[src/rtl/tetris_2048_pkg.sv]
// Shared definitions for the drop-and-merge game engine.
//   state_t    : engine control states
//   CELL_EMPTY : value of an empty grid cell
//   cell_index : flat position of cell (r,c) in a row-major board vector
package tetris_2048_pkg;

  typedef enum logic [1:0] {
    ST_SPAWN = 2'd0,
    ST_INPUT = 2'd1,
    ST_MERGE = 2'd2,
    ST_OVER  = 2'd3
  } state_t;

  localparam int CELL_EMPTY = 0;

  function automatic int cell_index(input int r, input int c, input int cols);
    return r * cols + c;
  endfunction

endpackage

[src/rtl/tetris_lfsr16.sv]
// 16-bit Fibonacci LFSR, shifting left every cycle.
//   clk, rst : clock and synchronous active-high reset (loads SEED)
//   lfsr     : current register contents
// Feedback taps are bits 15, 13, 12 and 10; SEED must be non-zero.
module tetris_lfsr16 #(
  parameter logic [15:0] SEED = 16'hACE1
) (
  input  logic        clk,
  input  logic        rst,
  output logic [15:0] lfsr
);

  logic [15:0] lfsr_r;
  logic        fb_s;

  assign fb_s = lfsr_r[15] ^ lfsr_r[13] ^ lfsr_r[12] ^ lfsr_r[10];
  assign lfsr = lfsr_r;

  // Shift register with seed load on reset.
  always_ff @(posedge clk) begin
    if (rst) begin
      lfsr_r <= SEED;
    end else begin
      lfsr_r <= {lfsr_r[14:0], fb_s};
    end
  end

endmodule

[src/rtl/tetris_2048_engine.sv]
// Drop-and-merge game core: a ROWS x COLS grid of log2 tile values.
//   clk, rst        : clock, synchronous active-high reset
//   btn_l/btn_r     : level inputs, rising edge moves the cursor
//   btn_drop        : level input, rising edge drops the pending tile
//   dbg_spawn_en/val: force the next spawned tile value
//   board_flat      : cell(r,c) at [(r*COLS+c)*CELL_W +: CELL_W]
//   score           : saturating score
//   cursor_col      : selected column
//   spawn_val       : pending tile
//   busy            : high while merging or spawning
//   drop_rej        : one-cycle pulse when a drop is refused
//   win, game_over  : sticky status flags
// Non-zero cells are always contiguous from the bottom of each column, so a
// drop lands on the highest-index empty row and merges cascade downward one
// step per cycle starting from the landed cell.
module tetris_2048_engine
  import tetris_2048_pkg::*;
#(
  parameter int          ROWS      = 4,
  parameter int          COLS      = 4,
  parameter int          CELL_W    = 5,
  parameter int          MAX_POW   = 11,
  parameter int          WIN_POW   = 11,
  parameter int          SCORE_W   = 20,
  parameter logic [15:0] LFSR_SEED = 16'hACE1
) (
  input  logic                          clk,
  input  logic                          rst,
  input  logic                          btn_l,
  input  logic                          btn_r,
  input  logic                          btn_drop,
  input  logic                          dbg_spawn_en,
  input  logic [CELL_W-1:0]             dbg_spawn_val,
  output logic [ROWS*COLS*CELL_W-1:0]   board_flat,
  output logic [SCORE_W-1:0]            score,
  output logic [$clog2(COLS)-1:0]       cursor_col,
  output logic [CELL_W-1:0]             spawn_val,
  output logic                          busy,
  output logic                          drop_rej,
  output logic                          win,
  output logic                          game_over
);

  localparam int CUR_W = $clog2(COLS);
  localparam int PTR_W = $clog2(ROWS);

  state_t                    state_r, state_n;
  logic [CELL_W-1:0]         cells_r [ROWS][COLS];
  logic [CELL_W-1:0]         cells_n [ROWS][COLS];
  logic [SCORE_W-1:0]        score_r, score_n;
  logic [CUR_W-1:0]          cursor_r, cursor_n;
  logic [CELL_W-1:0]         spawn_r, spawn_n;
  logic [PTR_W-1:0]          ptr_r, ptr_n;
  logic                      busy_r, busy_n;
  logic                      rej_r, rej_n;
  logic                      win_r, win_n;
  logic                      over_r, over_n;
  logic                      btn_l_q_r, btn_r_q_r, btn_drop_q_r;

  logic                      do_l_s, do_r_s, do_drop_s;
  logic [15:0]               lfsr_s;
  logic                      unused_lfsr_s;
  logic                      col_has_empty_s;
  logic [PTR_W-1:0]          land_row_s;
  logic [CELL_W-1:0]         top_v_s;
  logic [CELL_W-1:0]         cur_v_s;
  logic [CELL_W-1:0]         below_v_s;
  logic [PTR_W-1:0]          ptr_next_s;
  logic                      can_merge_s;
  logic [CELL_W-1:0]         new_spawn_s;
  logic                      any_win_s;
  logic                      all_blocked_s;

  // Adds 2^p to s, clamping at all-ones; p at or beyond SCORE_W always clamps.
  function automatic logic [SCORE_W-1:0] sat_add(input logic [SCORE_W-1:0] s,
                                                 input int p);
    logic [SCORE_W:0] sum;
    if (p >= SCORE_W) begin
      sat_add = {SCORE_W{1'b1}};
    end else begin
      sum     = {1'b0, s} + ({{SCORE_W{1'b0}}, 1'b1} << p);
      sat_add = sum[SCORE_W] ? {SCORE_W{1'b1}} : sum[SCORE_W-1:0];
    end
  endfunction

  tetris_lfsr16 #(
    .SEED (LFSR_SEED)
  ) u_lfsr (
    .clk  (clk),
    .rst  (rst),
    .lfsr (lfsr_s)
  );

  assign unused_lfsr_s = ^lfsr_s[15:4];

  assign do_l_s    = btn_l & ~btn_l_q_r;
  assign do_r_s    = btn_r & ~btn_r_q_r;
  assign do_drop_s = btn_drop & ~btn_drop_q_r;

  // Button history for edge detection; deliberately tracks the pins during reset too.
  always_ff @(posedge clk) begin
    btn_l_q_r    <= btn_l;
    btn_r_q_r    <= btn_r;
    btn_drop_q_r <= btn_drop;
  end

  // Column scan, merge-step operands, win and loss conditions.
  always_comb begin
    col_has_empty_s = 1'b0;
    land_row_s      = {PTR_W{1'b0}};
    for (int r = 0; r < ROWS; r++) begin
      // Later (lower) empty rows override, giving the highest-index empty row.
      land_row_s      = (cells_r[r][cursor_r] == CELL_W'(CELL_EMPTY)) ? PTR_W'(r) : land_row_s;
      col_has_empty_s = col_has_empty_s | (cells_r[r][cursor_r] == CELL_W'(CELL_EMPTY));
    end
    top_v_s     = cells_r[0][cursor_r];
    cur_v_s     = cells_r[ptr_r][cursor_r];
    ptr_next_s  = (int'(ptr_r) < ROWS - 1) ? ptr_r + PTR_W'(1'b1) : ptr_r;
    below_v_s   = cells_r[ptr_next_s][cursor_r];
    can_merge_s = (int'(ptr_r) < ROWS - 1) && (below_v_s == cur_v_s) &&
                  (cur_v_s < CELL_W'(MAX_POW));
    new_spawn_s = dbg_spawn_en ? dbg_spawn_val :
                  ((lfsr_s[3:0] > 4'd1) ? CELL_W'(1'b1) : CELL_W'(2'd2));
    any_win_s     = 1'b0;
    all_blocked_s = 1'b1;
    for (int r = 0; r < ROWS; r++) begin
      for (int c = 0; c < COLS; c++) begin
        any_win_s = any_win_s | (cells_r[r][c] >= CELL_W'(WIN_POW));
      end
    end
    for (int c = 0; c < COLS; c++) begin
      all_blocked_s = all_blocked_s & (cells_r[0][c] != CELL_W'(CELL_EMPTY)) &
                      (cells_r[0][c] != new_spawn_s);
    end
  end

  // Next-state and datapath updates for the control FSM.
  always_comb begin
    state_n  = state_r;
    cells_n  = cells_r;
    score_n  = score_r;
    cursor_n = cursor_r;
    spawn_n  = spawn_r;
    ptr_n    = ptr_r;
    win_n    = win_r;
    over_n   = over_r;
    rej_n    = 1'b0;
    case (state_r)
      ST_INPUT: begin
        if (do_drop_s) begin
          // Drop wins over movement and uses the current cursor.
          if (col_has_empty_s) begin
            cells_n[land_row_s][cursor_r] = spawn_r;
            ptr_n   = land_row_s;
            state_n = ST_MERGE;
          end else if ((top_v_s == spawn_r) && (spawn_r < CELL_W'(MAX_POW))) begin
            cells_n[0][cursor_r] = top_v_s + CELL_W'(1'b1);
            score_n = sat_add(score_r, int'(top_v_s) + 1);
            ptr_n   = {PTR_W{1'b0}};
            state_n = ST_MERGE;
          end else begin
            rej_n = 1'b1;
          end
        end else if (do_l_s && !do_r_s) begin
          if (cursor_r != {CUR_W{1'b0}}) begin
            cursor_n = cursor_r - CUR_W'(1'b1);
          end else begin
            cursor_n = cursor_r;
          end
        end else if (do_r_s && !do_l_s) begin
          if (cursor_r != CUR_W'(COLS - 1)) begin
            cursor_n = cursor_r + CUR_W'(1'b1);
          end else begin
            cursor_n = cursor_r;
          end
        end else begin
          cursor_n = cursor_r;
        end
      end
      ST_MERGE: begin
        if (can_merge_s) begin
          cells_n[ptr_next_s][cursor_r] = cur_v_s + CELL_W'(1'b1);
          cells_n[ptr_r][cursor_r]      = CELL_W'(CELL_EMPTY);
          score_n = sat_add(score_r, int'(cur_v_s) + 1);
          ptr_n   = ptr_next_s;
        end else begin
          state_n = ST_SPAWN;
        end
      end
      ST_SPAWN: begin
        spawn_n = new_spawn_s;
        win_n   = win_r | any_win_s;
        if (all_blocked_s) begin
          over_n  = 1'b1;
          state_n = ST_OVER;
        end else begin
          state_n = ST_INPUT;
        end
      end
      ST_OVER: begin
        state_n = ST_OVER;
      end
      default: begin
        state_n = ST_SPAWN;
      end
    endcase
    busy_n = (state_n == ST_MERGE) || (state_n == ST_SPAWN);
  end

  // State and datapath registers.
  always_ff @(posedge clk) begin
    if (rst) begin
      state_r  <= ST_SPAWN;
      for (int r = 0; r < ROWS; r++) begin
        for (int c = 0; c < COLS; c++) begin
          cells_r[r][c] <= CELL_W'(CELL_EMPTY);
        end
      end
      score_r  <= {SCORE_W{1'b0}};
      cursor_r <= CUR_W'(COLS / 2);
      spawn_r  <= CELL_W'(1'b1);
      ptr_r    <= {PTR_W{1'b0}};
      busy_r   <= 1'b0;
      rej_r    <= 1'b0;
      win_r    <= 1'b0;
      over_r   <= 1'b0;
    end else begin
      state_r  <= state_n;
      cells_r  <= cells_n;
      score_r  <= score_n;
      cursor_r <= cursor_n;
      spawn_r  <= spawn_n;
      ptr_r    <= ptr_n;
      busy_r   <= busy_n;
      rej_r    <= rej_n;
      win_r    <= win_n;
      over_r   <= over_n;
    end
  end

  // Flatten the grid onto the renderer bus.
  always_comb begin
    board_flat = {(ROWS*COLS*CELL_W){1'b0}};
    for (int r = 0; r < ROWS; r++) begin
      for (int c = 0; c < COLS; c++) begin
        board_flat[cell_index(r, c, COLS)*CELL_W +: CELL_W] = cells_r[r][c];
      end
    end
  end

  assign score      = score_r;
  assign cursor_col = cursor_r;
  assign spawn_val  = spawn_r;
  assign busy       = busy_r;
  assign drop_rej   = rej_r;
  assign win        = win_r;
  assign game_over  = over_r;

endmodule

[config.mk]
export PLATFORM = sky130hd
export DESIGN_NAME = tetris_2048_engine
export DESIGN_NICKNAME = d
export VERILOG_FILES = /design/src/rtl/tetris_2048_pkg.sv /design/src/rtl/tetris_lfsr16.sv /design/src/rtl/tetris_2048_engine.sv
export SDC_FILE = /design/constraint.sdc
export NUM_CORES = 1
export LEC_CHECK = 0
export ABC_AREA = 1
export CAP_MARGIN = 20
export CORE_MARGIN = 4
export CORE_UTILIZATION = 30
export DETAILED_ROUTE_END_ITERATION = 10
export PLACE_DENSITY_LB_ADDON = 0.08
export SLEW_MARGIN = 20
export SYNTH_ARGS = -nofsm -noshare
export SYNTH_HDL_FRONTEND = slang
export SYNTH_SLANG_ARGS = --single-unit
[constraint.sdc]
create_clock -name clk -period 6.5 [get_ports clk]
set_input_delay 0.975 -clock clk [delete_from_list [all_inputs] [get_ports clk]]
set_output_delay 0.975 -clock clk [all_outputs]
set_load 0.02 [all_outputs]
Word level (Yosys, flattened, before mapping)
Cells that the tools add are included.
W data, S select, Z words.
- add/subtract/negate cells: 9
- magnitude comparators: 30
- eq/ne operators: 18
- shift operators: 2
- mux-type cells: 72
- bitwise logic cells: 43
- reduce and logical (&&, ||, !) cells: 32
- operator list (kind ; number):
    $mux W20 ; 17
    $bwmux W80 ; 2
    $mux W80 ; 2
    $pmux W80 S2 ; 1
    $demux W20 S2 ; 3
    $and A80 B80 Y80 ; 1
    $bmux W20 S2 ; 2
    $ge A5 B4 Y1 const B ; 16
    $not A80 Y80 ; 1
    $mux W5 ; 14
    $bmux W5 S2 ; 6
    $mux W60 ; 1
    $add A20 B21 Y21 ; 2
    $shl A1 B6 Y21 const A ; 2
    $pmux W20 S2 ; 1
    $mux W2 ; 17
    $bwmux W20 ; 1
    $logic_not A5 Y1 ; 4
    $ne A5 B5 Y1 ; 4
    $reduce_bool A5 Y1 ; 4
    $or A1 B1 Y1 ; 19
    $add A5 B1 Y6 const B ; 2
    $ge A3 B3 Y1 const B ; 4
    $ge A6 B5 Y1 const B ; 2
    other kinds (30) ; 78
- bits in registers: 134
- output and inout bits: 111
- logic and storage cells: 235

Depth between registers and ports, before layout
Gate-level depths: netlist (run 1).
- word-level depth: 17
- gate-level depth with buffers: 33
- mapped depth without buffers: 32

Hierarchy
A second synthesis (run 1) with hierarchy kept.
- cells, all modules: 2144
- area, all modules: 12653.4 um^2
- modules (own cells, without submodules) (module ; instances ; cells each ; area each (um^2) ; sequential area each (um^2)):
    tetris_2048_engine ; 1 ; 2085 ; 12150.4 ; 2362.3
    tetris_lfsr16 ; 1 ; 59 ; 503.0 ; 320.3

Worst setup path before layout (run 1)
Ideal clock, no wire load.
- path kind: reg-to-reg
- start: reg cursor_r[0] (netlist: cursor_col[0])
- end: reg score_r[12] (netlist: score[12])
- setup time: 121 ps
- data arrival time: 4217 ps
- data required time: 6379 ps
- slack: 2162 ps
- stages on the path, launching flop included: 31
- buffers on the path: 3
- period minus slack after synthesis: 4338 ps
- cells stage by stage: dfxtp_1 buf_6 nand2_1 buf_4 nor3_1 nor2_1 nand2_1 nor2_2 nand2_4 ha_1 nand2_1 inv_1 nand3_1 nand2_1 inv_1 nand3_1 nor2_1 ha_1 fa_1 a21oi_1 o21ai_0 and3_1 o21ai_0 nand2_1 nand2_1 nand2_1 nor2_1 nand3_2 buf_2 o22ai_1 a21oi_1
- longest elaborated chain between the ends: 13
- elaborated cells between the ends (all ways): 53
- classes of those cells: add/sub: 4; order compare: 3; eq/ne: 5; shift: 2; mux: 27; bitwise: 4; reduce/logical: 8
- RTL lines (item ; line ; RTL):
    from (decl) ; tetris_2048_engine.sv:51 ; logic [CUR_W-1:0] cursor_r, cursor_n;
    from (signal assigned) ; tetris_2048_engine.sv:220 ; cursor_r <= CUR_W'(COLS / 2);
    from (signal assigned) ; tetris_2048_engine.sv:231 ; cursor_r <= cursor_n;
    $not A2 Y3 (not written as such) * ; n/a ;
    $bmux W5 S2 ; tetris_2048_engine.sv:114, tetris_2048_engine.sv:116 ;
    $mux W5 (not written as such) (2 in a row) ; tetris_2048_engine.sv:114, tetris_2048_engine.sv:116 ;
    $add A5 B1 Y6 ; tetris_2048_engine.sv:158 ; score_n = sat_add(score_r, int'(top_v_s) + 1);
    $shl A1 B6 Y21 ; tetris_2048_engine.sv:81 ; sum = {1'b0, s} + ({{SCORE_W{1'b0}}, 1'b1} << p);
    $add A20 B21 Y21 ; tetris_2048_engine.sv:81 ;
    $mux W20 ; tetris_2048_engine.sv:82 ; sat_add = sum[SCORE_W] ? {SCORE_W{1'b1}} : sum[SCORE_W-1:0];
    $mux W20 ; tetris_2048_engine.sv:78 ; if (p >= SCORE_W) begin
    $mux W20 ; tetris_2048_engine.sv:156 ; end else if ((top_v_s == spawn_r) && (spawn_r < CELL_W'(MAX_POW))) begin
    $mux W20 ; tetris_2048_engine.sv:152 ; if (col_has_empty_s) begin
    $mux W20 ; tetris_2048_engine.sv:150 ; if (do_drop_s) begin
    $pmux W20 S2 ; tetris_2048_engine.sv:148 ; case (state_r)
    to (signal assigned) ; tetris_2048_engine.sv:219 ; score_r <= {SCORE_W{1'b0}};
    to (signal assigned) ; tetris_2048_engine.sv:230 ; score_r <= score_n;
    to (decl) ; tetris_2048_engine.sv:50 ; logic [SCORE_W-1:0] score_r, score_n;
Every way passes the cells marked *; elsewhere a longest branch is shown, timed or not. The select of a mux whose other input is x is not followed.
A chain may end at the register's enable or synchronous reset.

Final worst setup path (run 1)
- start: reg cursor_r[1] (netlist: cursor_col[1])
- end: reg score_r[15] (netlist: score[15])
Same word-level chain as after synthesis.

==> results of run 1 <==
-- state kept, by name, indices dropped and copies added, names as in the netlist, 2 cells and up --
register and flops:
spawn_val 5, u_lfsr.lfsr 16, board_flat 80, state_r 2
cursor_col 2, ptr_r 2, score 20
-- power groups by stage --
stage | combinational, uW | clock [uW] | sequential (uW)
floorplan | 1930 | 0 | 1300
global placement | 3220 | 0 | 1270
detailed placement | 3220 | 0 | 1260
CTS | 3240 | 1000 | 1250
global route | 3570 | 1030 | 1270
finish | 3290 | 979 | 1250
-- final cells by class --
cell class                 instances  area (sq um)
inverter                         223           837
clock buffer                      21           450
fill                            4512         25500
tap                              525           657
clock inverter                    10           106
sequential                       134          2680
timing repair buffer             141          1360
multi-input combinational       1717          8310
-- stage by stage --
stage               std cells  area, sq um  hold WS [ns]
finish                   2771        14400         0.404
global route             2771        14400         0.427
CTS                      2771        14400         0.409
detailed placement       2740        13900         0.395
global placement         2740        13900         0.388
floorplan                2141        12200         0.388
-- kinds of logic after synthesis --
| logic type | share of synthesized area (%) |
|---|---|
| DFF | 22.0 |
| xor gates and xnor gates | 3.60 |
| and+or+nand+nor | 42.6 |
| buffers and inverters | 9.73 |
| AOI/OAI and AO/OA | 16.0 |
| adders and majority gates | 6.08 |
-- cell usage in the layout (no fill, tap or decap), types with 3 or more instances in the layout --
master           netlist  routed
nor3_1                20      20
nor2_1               370     370
clkinv_2               0       6
nor2_2                10      10
nor4_1                 7       7
nand3_1              101     101
or2_2                  8       8
a21oi_1              114     114
buf_4                  3      20
o22ai_1               55      55
nand4_1               23      23
clkbuf_1              28       3
ha_1                  56      56
nand3_2               10      10
o211ai_1              23      23
nand3_4                7       7
nand2_1              687     687
inv_2                  6       7
xor2_1                38      38
clkbuf_16              0      17
o21ai_1                3       3
xnor2_1               12      12
dfxtp_1              134     134
clkdlybuf4s50_1        0     121
inv_1                216     215
o21ai_0              145     145
o21bai_1               5       5
-- metal layers --
layer	wire length [um]	track usage [%]	up-vias	part of all wire, %
met5	0	0	-	0
met4	2230	9.65	0	4.0
met3	3690	3.93	131	6.7
met2	24900	39.5	591	45
met1	24400	32.5	6693	44
li1	-	-	7097	-
-- synthesized netlist by cell type, types with 2 or more instances --
| cell | instances |
|---|---|
| nand3_1 | 101 |
| o211ai_1 | 23 |
| nor4_1 | 7 |
| nand4_1 | 23 |
| ha_1 | 56 |
| buf_1 | 5 |
| o22ai_1 | 55 |
| clkbuf_1 | 28 |
| a21oi_1 | 114 |
| inv_2 | 6 |
| inv_1 | 216 |
| buf_4 | 3 |
| nand3_2 | 10 |
| nand2_2 | 2 |
| or2_2 | 8 |
| dfxtp_1 | 134 |
| nor2_1 | 370 |
| o21ai_0 | 145 |
| xor2_1 | 38 |
| nor3_1 | 20 |
| xnor2_1 | 12 |
| nand2_1 | 687 |
| nor2_2 | 10 |
| buf_2 | 25 |
| a21o_1 | 2 |
| o21bai_1 | 5 |
| o21ai_1 | 3 |
| and3_1 | 2 |
| nand3_4 | 7 |
| buf_6 | 5 |
| fa_1 | 2 |
-- worst max-delay path, cell delays in order, from the launching register on --
cell	delay (ns)
dfxtp_1	0.67
inv_2	0.24
nor2_2	0.56
buf_4	0.29
nand2_1	0.07
nand2_1	0.10
nor2_2	0.09
inv_2	0.07
o21ai_0	0.07
nand2_1	0.27
inv_1	0.19
nand3_1	0.27
nor2_1	0.08
ha_1	0.26
fa_1	0.43
nand2_1	0.08
o2bb2ai_1	0.18
o21ai_0	0.24
nand2_1	0.18
nor2_1	0.06
nor2_1	0.36
inv_1	0.39
a21oi_1	0.20
o21ai_0	0.17
o21ai_0	0.11
a21oi_1	0.08
-- worst max-delay path by stage --
| stage | cells past startpoint | end |
|---|---|---|
| detailed placement | 25 | score[15] |
| floorplan | 30 | score[12] |
| CTS | 25 | score[15] |
| finish | 25 | score[15] |
| global route | 24 | score[15] |
| global placement | 25 | score[15] |
==> flow_metrics.py, run 1 <==
metrics = {
    "worst_hold_path": {
        "hold_path_class": "flop to flop",
        "hold_start": "u_lfsr.lfsr[8]",
        "holdPathEnd": "u_lfsr.lfsr[9]",
        "worstHoldPathCells": 2,
    },
    "logic_synthesis": {
        "synthCells": 2141,
        "async_flop_share_pct": 0,
        "avgSynthCellArea_sq_um": 5.69,
        "ys_types": 48,
        "syn_nets": 2210,
        "synth-edff-count": 0,
        "synth_top_area_share_pct": 22.0,
        "ys_warn_count": 0,
        "synth_flop_cell": "dfxtp_1",
        "yosys-top-cells-area": "dfxtp_1 (22%), nand2_1 (21%), nor2_1 (11%)",
        "netlist_area_sq_mm": 0.0122,
        "yosys_register_bits": 134,
        "ys_seq_area_share_pct": 22.0,
        "yosysTopAreaCell": "dfxtp_1",
    },
    "pwr": {
        "p_per_area_mw_per_mm2": 383,
        "internal_power_uw": 2510,
        "power_frac_comb_pct": 59.6,
        "power_uw": 5510,
        "irDropWorstVdd_uv": 181,
        "p_clk_share_pct": 17.8,
        "p_switching_uw": 3000,
        "sw_frac_of_total_pct": 54.5,
        "seqPwrFrac_pct": 22.6,
        "leakagePower_uw": 0.00712,
    },
    "worst_setup_path": {
        "reg2reg_slack_ns": 0.66,
        "startpoint": "cursor_col[1]",
        "rr_endpoint": "score[15]",
        "worstPathArrival_ns": 6.17,
        "critPathKind": "flop to flop",
        "ff2ff_path_depth": 25,
        "end_kind": "flop",
        "worstReg2RegStart": "cursor_col[1]",
        "crit_path_max_fanout": 16,
        "worstPathRequired_ns": 6.83,
        "startpoint_type": "flop",
    },
    "sta": {
        "period_needed_ns": 5.84,
        "worst_pin_slew_ns": 1.10,
        "rsz0062_at_grt": "false",
        "skew_ns": 0.0121,
        "max_freq_mhz": 171,
        "finalSetupViolations": 0,
        "fin_setup_tns_ns": 0,
        "maxSlewViolCount": 0,
        "maxSlewHeadroom_pct": 26.8,
        "fin_crit_sh_pct": 89.9,
        "fin_ws_ns": 0.656,
        "hold_violations": 0,
    },
    "floorplanning": {
        "die_area_sq_mm": 0.0439,
        "die_y_um": 209,
        "core_sq_mm": 0.0399,
        "fp-row-count": 73,
        "die_w_um": 209,
        "initial_core_util_pct": 30.5,
        "num_io_pins": 122,
    },
    "final_layout": {
        "final_util_pct": 36.1,
        "final_nets": 2303,
        "drive_above_1_share_pct": 4.27,
        "antennaDiodeCount": 0,
        "syn_to_final_growth_pct": 18.4,
    },
    "global_route": {
        "antenna_found_initial": 1,
        "grt-ovfl-total": 0,
        "grt_max_degree": 74,
        "grt_pass1_wl_um": 83000,
        "grt_use_total_pct": 24.4,
        "grt_pass1_vias": 13700,
    },
    "clock_network": {
        "cts_resized": 0,
        "cts.sinks": 134,
        "post_cts_buffers": 0,
        "cts_buffers": 17,
        "cts_max_level": 4,
        "cts-root-buf": "clkbuf_16",
        "worstSkewPairLatency_ns": 0.46,
        "cts_tree": "yes",
        "cts_hold_buf": 0,
        "cts.clk_slew.worst_paths_ns": 0.07,
        "clock_path_buffers": 2,
    },
    "drt": {
        "drtAntennaViolNets": 0,
        "vias_per_cell": 5.24,
        "dr.pass1.iters": 6,
        "drc": 0,
        "first_iter_violations": 1459,
        "vias": 14500,
        "routedWlPerCell_um": 19.9,
        "drt_wl_total_um": 55200,
    },
    "placement": {
        "gp_congestion": 0.968,
        "place_ws_ns": 0.762,
        "io_buffers": 121,
        "dp_hpwl_um": 42300,
    },
    "job": {
        "maxCapViolCount": 0,
    },
    "outcome": {
        "run_status": "finished clean",
    },
}
Power figures use the tool's default switching activity.
==> inputs of run 2 (changes only) <==
--- a/config.mk
+++ b/config.mk
@@ -8,7 +8,7 @@
 export ABC_AREA = 1
 export CAP_MARGIN = 20
 export CORE_MARGIN = 4
-export CORE_UTILIZATION = 30
+export CORE_UTILIZATION = 50
 export DETAILED_ROUTE_END_ITERATION = 10
 export PLACE_DENSITY_LB_ADDON = 0.08
 export SLEW_MARGIN = 20
==> flow_metrics.py, run 2 (same netlist as run 1, synthesis figures left out) <==
metrics = {
    "pwr": {
        "leakagePower_uw": 0.00713,
        "p_clk_share_pct": 19.4,
        "power_frac_comb_pct": 57.9,
        "seqPwrFrac_pct": 22.7,
        "irDropWorstVdd_uv": 234,
        "internal_power_uw": 2550,
        "power_uw": 5550,
        "sw_frac_of_total_pct": 54.0,
        "p_switching_uw": 3000,
        "p_per_area_mw_per_mm2": 391,
    },
    "worst_setup_path": {
        "startpoint_type": "flop",
        "worstPathArrival_ns": 6.07,
        "ff2ff_path_depth": 31,
        "reg2reg_slack_ns": 0.75,
        "critPathSlowestCell": "dfxtp_1",
        "crit_path_max_fanout": 22,
        "end_kind": "flop",
        "worstPathRequired_ns": 6.83,
        "cpPeakStageDelay_ns": 0.85,
        "critPathKind": "flop to flop",
        "path_common_cell": "nor2_1",
    },
    "sta": {
        "finalSetupViolations": 0,
        "rsz0062_at_grt": "false",
        "fin_crit_sh_pct": 88.4,
        "skew_ns": 0.0105,
        "fin_setup_tns_ns": 0,
        "max_freq_mhz": 174,
        "maxSlewHeadroom_pct": 29.2,
        "period_needed_ns": 5.75,
        "maxSlewViolCount": 0,
        "worst_pin_slew_ns": 1.06,
        "hold_violations": 0,
    },
    "floorplanning": {
        "num_io_pins": 122,
        "initial_core_util_pct": 51.4,
        "die_y_um": 164,
        "die_area_sq_mm": 0.0269,
        "die_w_um": 164,
        "fp-row-count": 56,
        "core_sq_mm": 0.0237,
    },
    "job": {
        "maxCapViolCount": 0,
    },
    "drt": {
        "drtAntennaViolNets": 0,
        "vias": 14900,
        "drc": 0,
        "dr.pass1.iters": 8,
        "vias_per_cell": 5.81,
        "routedWlPerCell_um": 19.6,
        "drt_wl_total_um": 50300,
        "first_iter_violations": 1727,
    },
    "final_layout": {
        "final_nets": 2302,
        "syn_to_final_growth_pct": 16.6,
        "final_common_cell": "nand2_1",
        "drive_above_1_share_pct": 4.41,
        "finalNonFillerCells": 2566,
        "nFillCells": 2447,
        "largest_reg_flops": 80,
        "layout_common_cells": "nand2_1 (687), nor2_1 (370), inv_1 (215)",
    },
    "worst_hold_path": {
        "hold_path_class": "flop to flop",
        "worstHoldPathCells": 1,
    },
    "clock_network": {
        "cts_buffers": 17,
        "cts-root-buf": "clkbuf_16",
        "cts.sinks": 134,
        "cts_hold_buf": 0,
        "clock_path_buffers": 2,
        "cts_max_level": 4,
        "cts_tree": "yes",
        "cts.clk_slew.worst_paths_ns": 0.07,
        "worstSkewPairLatency_ns": 0.45,
        "post_cts_buffers": 0,
        "cts_resized": 0,
    },
    "global_route": {
        "antenna_found_initial": 0,
        "grt_use_total_pct": 36.8,
        "grt_pass1_wl_um": 76900,
        "grt_max_degree": 56,
        "grt-ovfl-total": 0,
        "grt_pass1_vias": 14000,
    },
    "placement": {
        "io_buffers": 121,
        "placed_cells": 2533,
        "dp_hpwl_um": 37700,
        "gp_congestion": 1.05,
    },
    "outcome": {
        "run_status": "finished clean",
    },
}
[run 2: cell types whose count changed in the layout (fill, tap and decap cells not counted), sizes merged]
| cell | delta |
|---|---|
| diode | +1 |
| bufinv | +1 |
| clkinvlp | +1 |
| clkinv | -3 |
| clkbuf | -4 |
| buf | -1 |
| inv | +6 |
[run 2: per-layer routing]
layer / part of all wire [%] / GRT usage (%) / vias up
li1: - / - / 7082
met1: 40 / 46.3 / 6704
met2: 43 / 57.2 / 893
met3: 9.7 / 7.48 / 240
met4: 7.5 / 24.1 / 0
met5: 0 / 0 / -
[run 2: cell type report]
| type | count | area, sq um | area share, % |
|---|---|---|---|
| repair buffers | 140 | 1350 | 9.53 |
| clock buffers | 17 | 425 | 3.00 |
| clock inverters | 15 | 194 | 1.37 |
| flip-flops and latches | 134 | 2680 | 18.9 |
| diodes | 1 | 2.50 | 0.0176 |
| multi-input cells | 1717 | 8310 | 58.5 |
| inverters | 223 | 837 | 5.89 |
| well taps | 319 | 399 | 2.81 |
[run 2: path summary, 6_finish.rpt]
path / start / endpoint
max: ptr_r[0] / score[17]
min reg2reg: u_lfsr.lfsr[5] / u_lfsr.lfsr[6]
min: u_lfsr.lfsr[5] / u_lfsr.lfsr[6]
max reg2reg: ptr_r[0] / score[17]
[run 2: power by group through the flow]
stage / logic, uW / clock network (uW) / registers, uW
after floorplan: 1930 / 0 / 1300
after global placement: 3060 / 0 / 1270
after detailed placement: 3080 / 0 / 1260
after CTS: 3100 / 1070 / 1250
after global routing: 3470 / 1110 / 1270
final: 3210 / 1080 / 1260
[run 2: per-stage QoR]
step | hold slack, ns | util [%] | worst slack (ns) | area (sq um)
global placement | 0.390 | 57.3 | 1.00 | 13600
floorplan | 0.388 | - | 2.16 | 12200
global route | 0.422 | 60.0 | 0.195 | 14200
detailed placement | 0.394 | 57.3 | 0.945 | 13600
finish | 0.408 | 60.0 | 0.754 | 14200
CTS | 0.410 | 60.0 | 0.887 | 14200
[run 2: worst max-delay path: cells and delay by family (launching register included)]
| kind | cells | cell delay [ns] |
|---|---|---|
| AO/OA/AOI/OAI | 3 | 0.47 |
| adder cells (fa/ha/maj) | 3 | 0.83 |
| buffers and inverters | 6 | 0.98 |
| flip-flops | 1 | 0.85 |
| AND/OR/NAND/NOR | 19 | 2.49 |
==> inputs of run 3 (changes only) <==
--- a/config.mk
+++ b/config.mk
@@ -8,7 +8,7 @@
 export ABC_AREA = 1
 export CAP_MARGIN = 20
 export CORE_MARGIN = 4
-export CORE_UTILIZATION = 50
+export CORE_UTILIZATION = 45
 export DETAILED_ROUTE_END_ITERATION = 10
 export PLACE_DENSITY_LB_ADDON = 0.08
 export SLEW_MARGIN = 20
==> flow_metrics.py, run 3 (same netlist as run 1, synthesis figures left out) <==
metrics = {
    "sta": {
        "worst_pin_slew_ns": 1.06,
        "max_freq_mhz": 173,
        "period_needed_ns": 5.77,
        "fin_setup_tns_ns": 0,
        "hold_violations": 0,
        "maxSlewHeadroom_pct": 29.6,
        "skew_ns": 0.0171,
        "fin_crit_sh_pct": 88.7,
        "maxSlewViolCount": 0,
        "fin_ws_ns": 0.733,
        "rsz0062_at_grt": "false",
        "finalSetupViolations": 0,
    },
    "pwr": {
        "power_uw": 5530,
        "leakagePower_uw": 0.00714,
        "p_per_area_mw_per_mm2": 389,
        "irDropWorstVdd_uv": 218,
    },
    "worst_setup_path": {
        "crit_family": "simple AND/OR/NAND/NOR gates",
        "critPathKind": "flop to flop",
        "cpPeakStageDelay_ns": 0.70,
        "end_kind": "flop",
        "critPathSlowestCell": "dfxtp_1",
        "worstPathArrival_ns": 6.07,
        "startpoint_type": "flop",
        "crit_path_max_fanout": 18,
        "worstPathRequired_ns": 6.81,
        "cp.buffers_inverters": 4,
        "path_common_cell": "nand2_1",
    },
    "global_route": {
        "grt-ovfl-total": 0,
        "antenna_found_initial": 0,
        "grt_pass1_wl_um": 79300,
        "grt_pass1_vias": 13800,
        "grt_max_degree": 58,
        "grt_use_total_pct": 34.5,
    },
    "drt": {
        "first_iter_violations": 1849,
        "drtAntennaViolNets": 0,
        "routedWlPerCell_um": 20.1,
        "drt_wl_total_um": 51900,
        "vias_per_cell": 5.75,
        "vias": 14900,
        "drc": 0,
        "dr.pass1.iters": 9,
    },
    "final_layout": {
        "largest_reg_flops": 80,
        "seqCellArea_sq_mm": 0.00268,
        "final_common_cell": "nand2_1",
        "final_nets": 2304,
        "multiInputGateArea_sq_mm": 0.00831,
        "final_util_pct": 54.0,
        "final_area_sq_mm": 0.0142,
        "antennaDiodeCount": 0,
        "drive_above_1_share_pct": 4.49,
        "layout_common_cells": "nand2_1 (687), nor2_1 (370), inv_1 (215)",
        "nFillCells": 2811,
        "syn_to_final_growth_pct": 16.8,
    },
    "floorplanning": {
        "die_area_sq_mm": 0.0297,
        "initial_core_util_pct": 46.2,
        "core_sq_mm": 0.0264,
        "num_io_pins": 122,
        "fp-row-count": 59,
        "die_y_um": 172,
        "die_w_um": 172,
    },
    "clock_network": {
        "cts_buffers": 17,
        "cts_resized": 0,
        "clock_path_buffers": 2,
        "post_cts_buffers": 0,
        "cts-root-buf": "clkbuf_16",
        "worstSkewPairLatency_ns": 0.44,
        "cts_tree": "yes",
        "cts_hold_buf": 0,
        "cts_max_level": 4,
        "cts.clk_slew.worst_paths_ns": 0.08,
        "cts.sinks": 134,
    },
    "placement": {
        "gp_congestion": 1.05,
        "place_ws_ns": 0.860,
        "dpl-instance-area_sq_mm": 0.0136,
        "io_buffers": 121,
        "dp_hpwl_um": 39300,
    },
    "worst_hold_path": {
        "hold_path_class": "flop to flop",
    },
    "outcome": {
        "run_status": "finished clean",
    },
    "job": {
        "maxCapViolCount": 0,
    },
}
## run 3: changes by cell type in the layout (fill, tap and decap cells not counted), sizes merged
cell / previous run / this run
bufinv: 3 / 0
clkinvlp: 2 / 1
clkinv: 5 / 9
buf: 19 / 21
diode: 1 / 0
## run 3: metal layers
layer,up-vias,GRT usage [%],wire [um]
met5,-,0,0
met4,0,17.0,2800
met3,173,5.53,4550
met2,809,54.6,22900
met1,6794,45.5,21700
li1,7088,-,-
## run 3: worst register-to-register path, stage by stage (launching register included)
cell and delay [ns]:
dfxtp_1 0.70, inv_1 0.31, nand3_1 0.14, nand2_1 0.10, nor2_4 0.34, inv_1 0.20
ha_1 0.27, nand2_1 0.10, o21ai_0 0.08, nand2_1 0.28, inv_1 0.17, nand3_1 0.30
nor2_1 0.08, ha_1 0.25, fa_1 0.42, nand2_1 0.09, o2bb2ai_1 0.20, o21ai_0 0.24
nand2_1 0.18, nor2_1 0.06, nor2_1 0.31, inv_1 0.33, a21oi_1 0.19, o21ai_0 0.12
o21ai_0 0.09, a21oi_1 0.08
## run 3: final cells by class
type                    instances  share of cell area (%)
multi-input cells            1717                    58.4
clock inverters                15                    1.28
well taps                     335                    2.95
inverters                     223                    5.89
clock buffers                  17                    2.99
repair buffers                142                    9.62
flip-flops and latches        134                    18.9
## run 3: final timing paths
check	slack [ns]	start	cells after the start	endpoint
setup / recovery	0.73	cursor_col[0]	25	score[15]
hold reg to reg	0.41	u_lfsr.lfsr[7]	2	u_lfsr.lfsr[8]
setup reg to reg	0.73	cursor_col[0]	25	score[15]
hold / removal	0.41	u_lfsr.lfsr[7]	2	u_lfsr.lfsr[8]
## run 3: power breakdown
| part | switching (uW) | internal [uW] |
|---|---|---|
| logic | 2300 | 958 |
| clock network | 507 | 521 |
| registers | 270 | 981 |
## run 3: per-stage QoR
stage	cells	hold WS (ns)
after floorplan	2141	0.388
after CTS	2583	0.410
after global routing	2583	0.423
final	2583	0.406
after global placement	2551	0.393
after detailed placement	2551	0.394
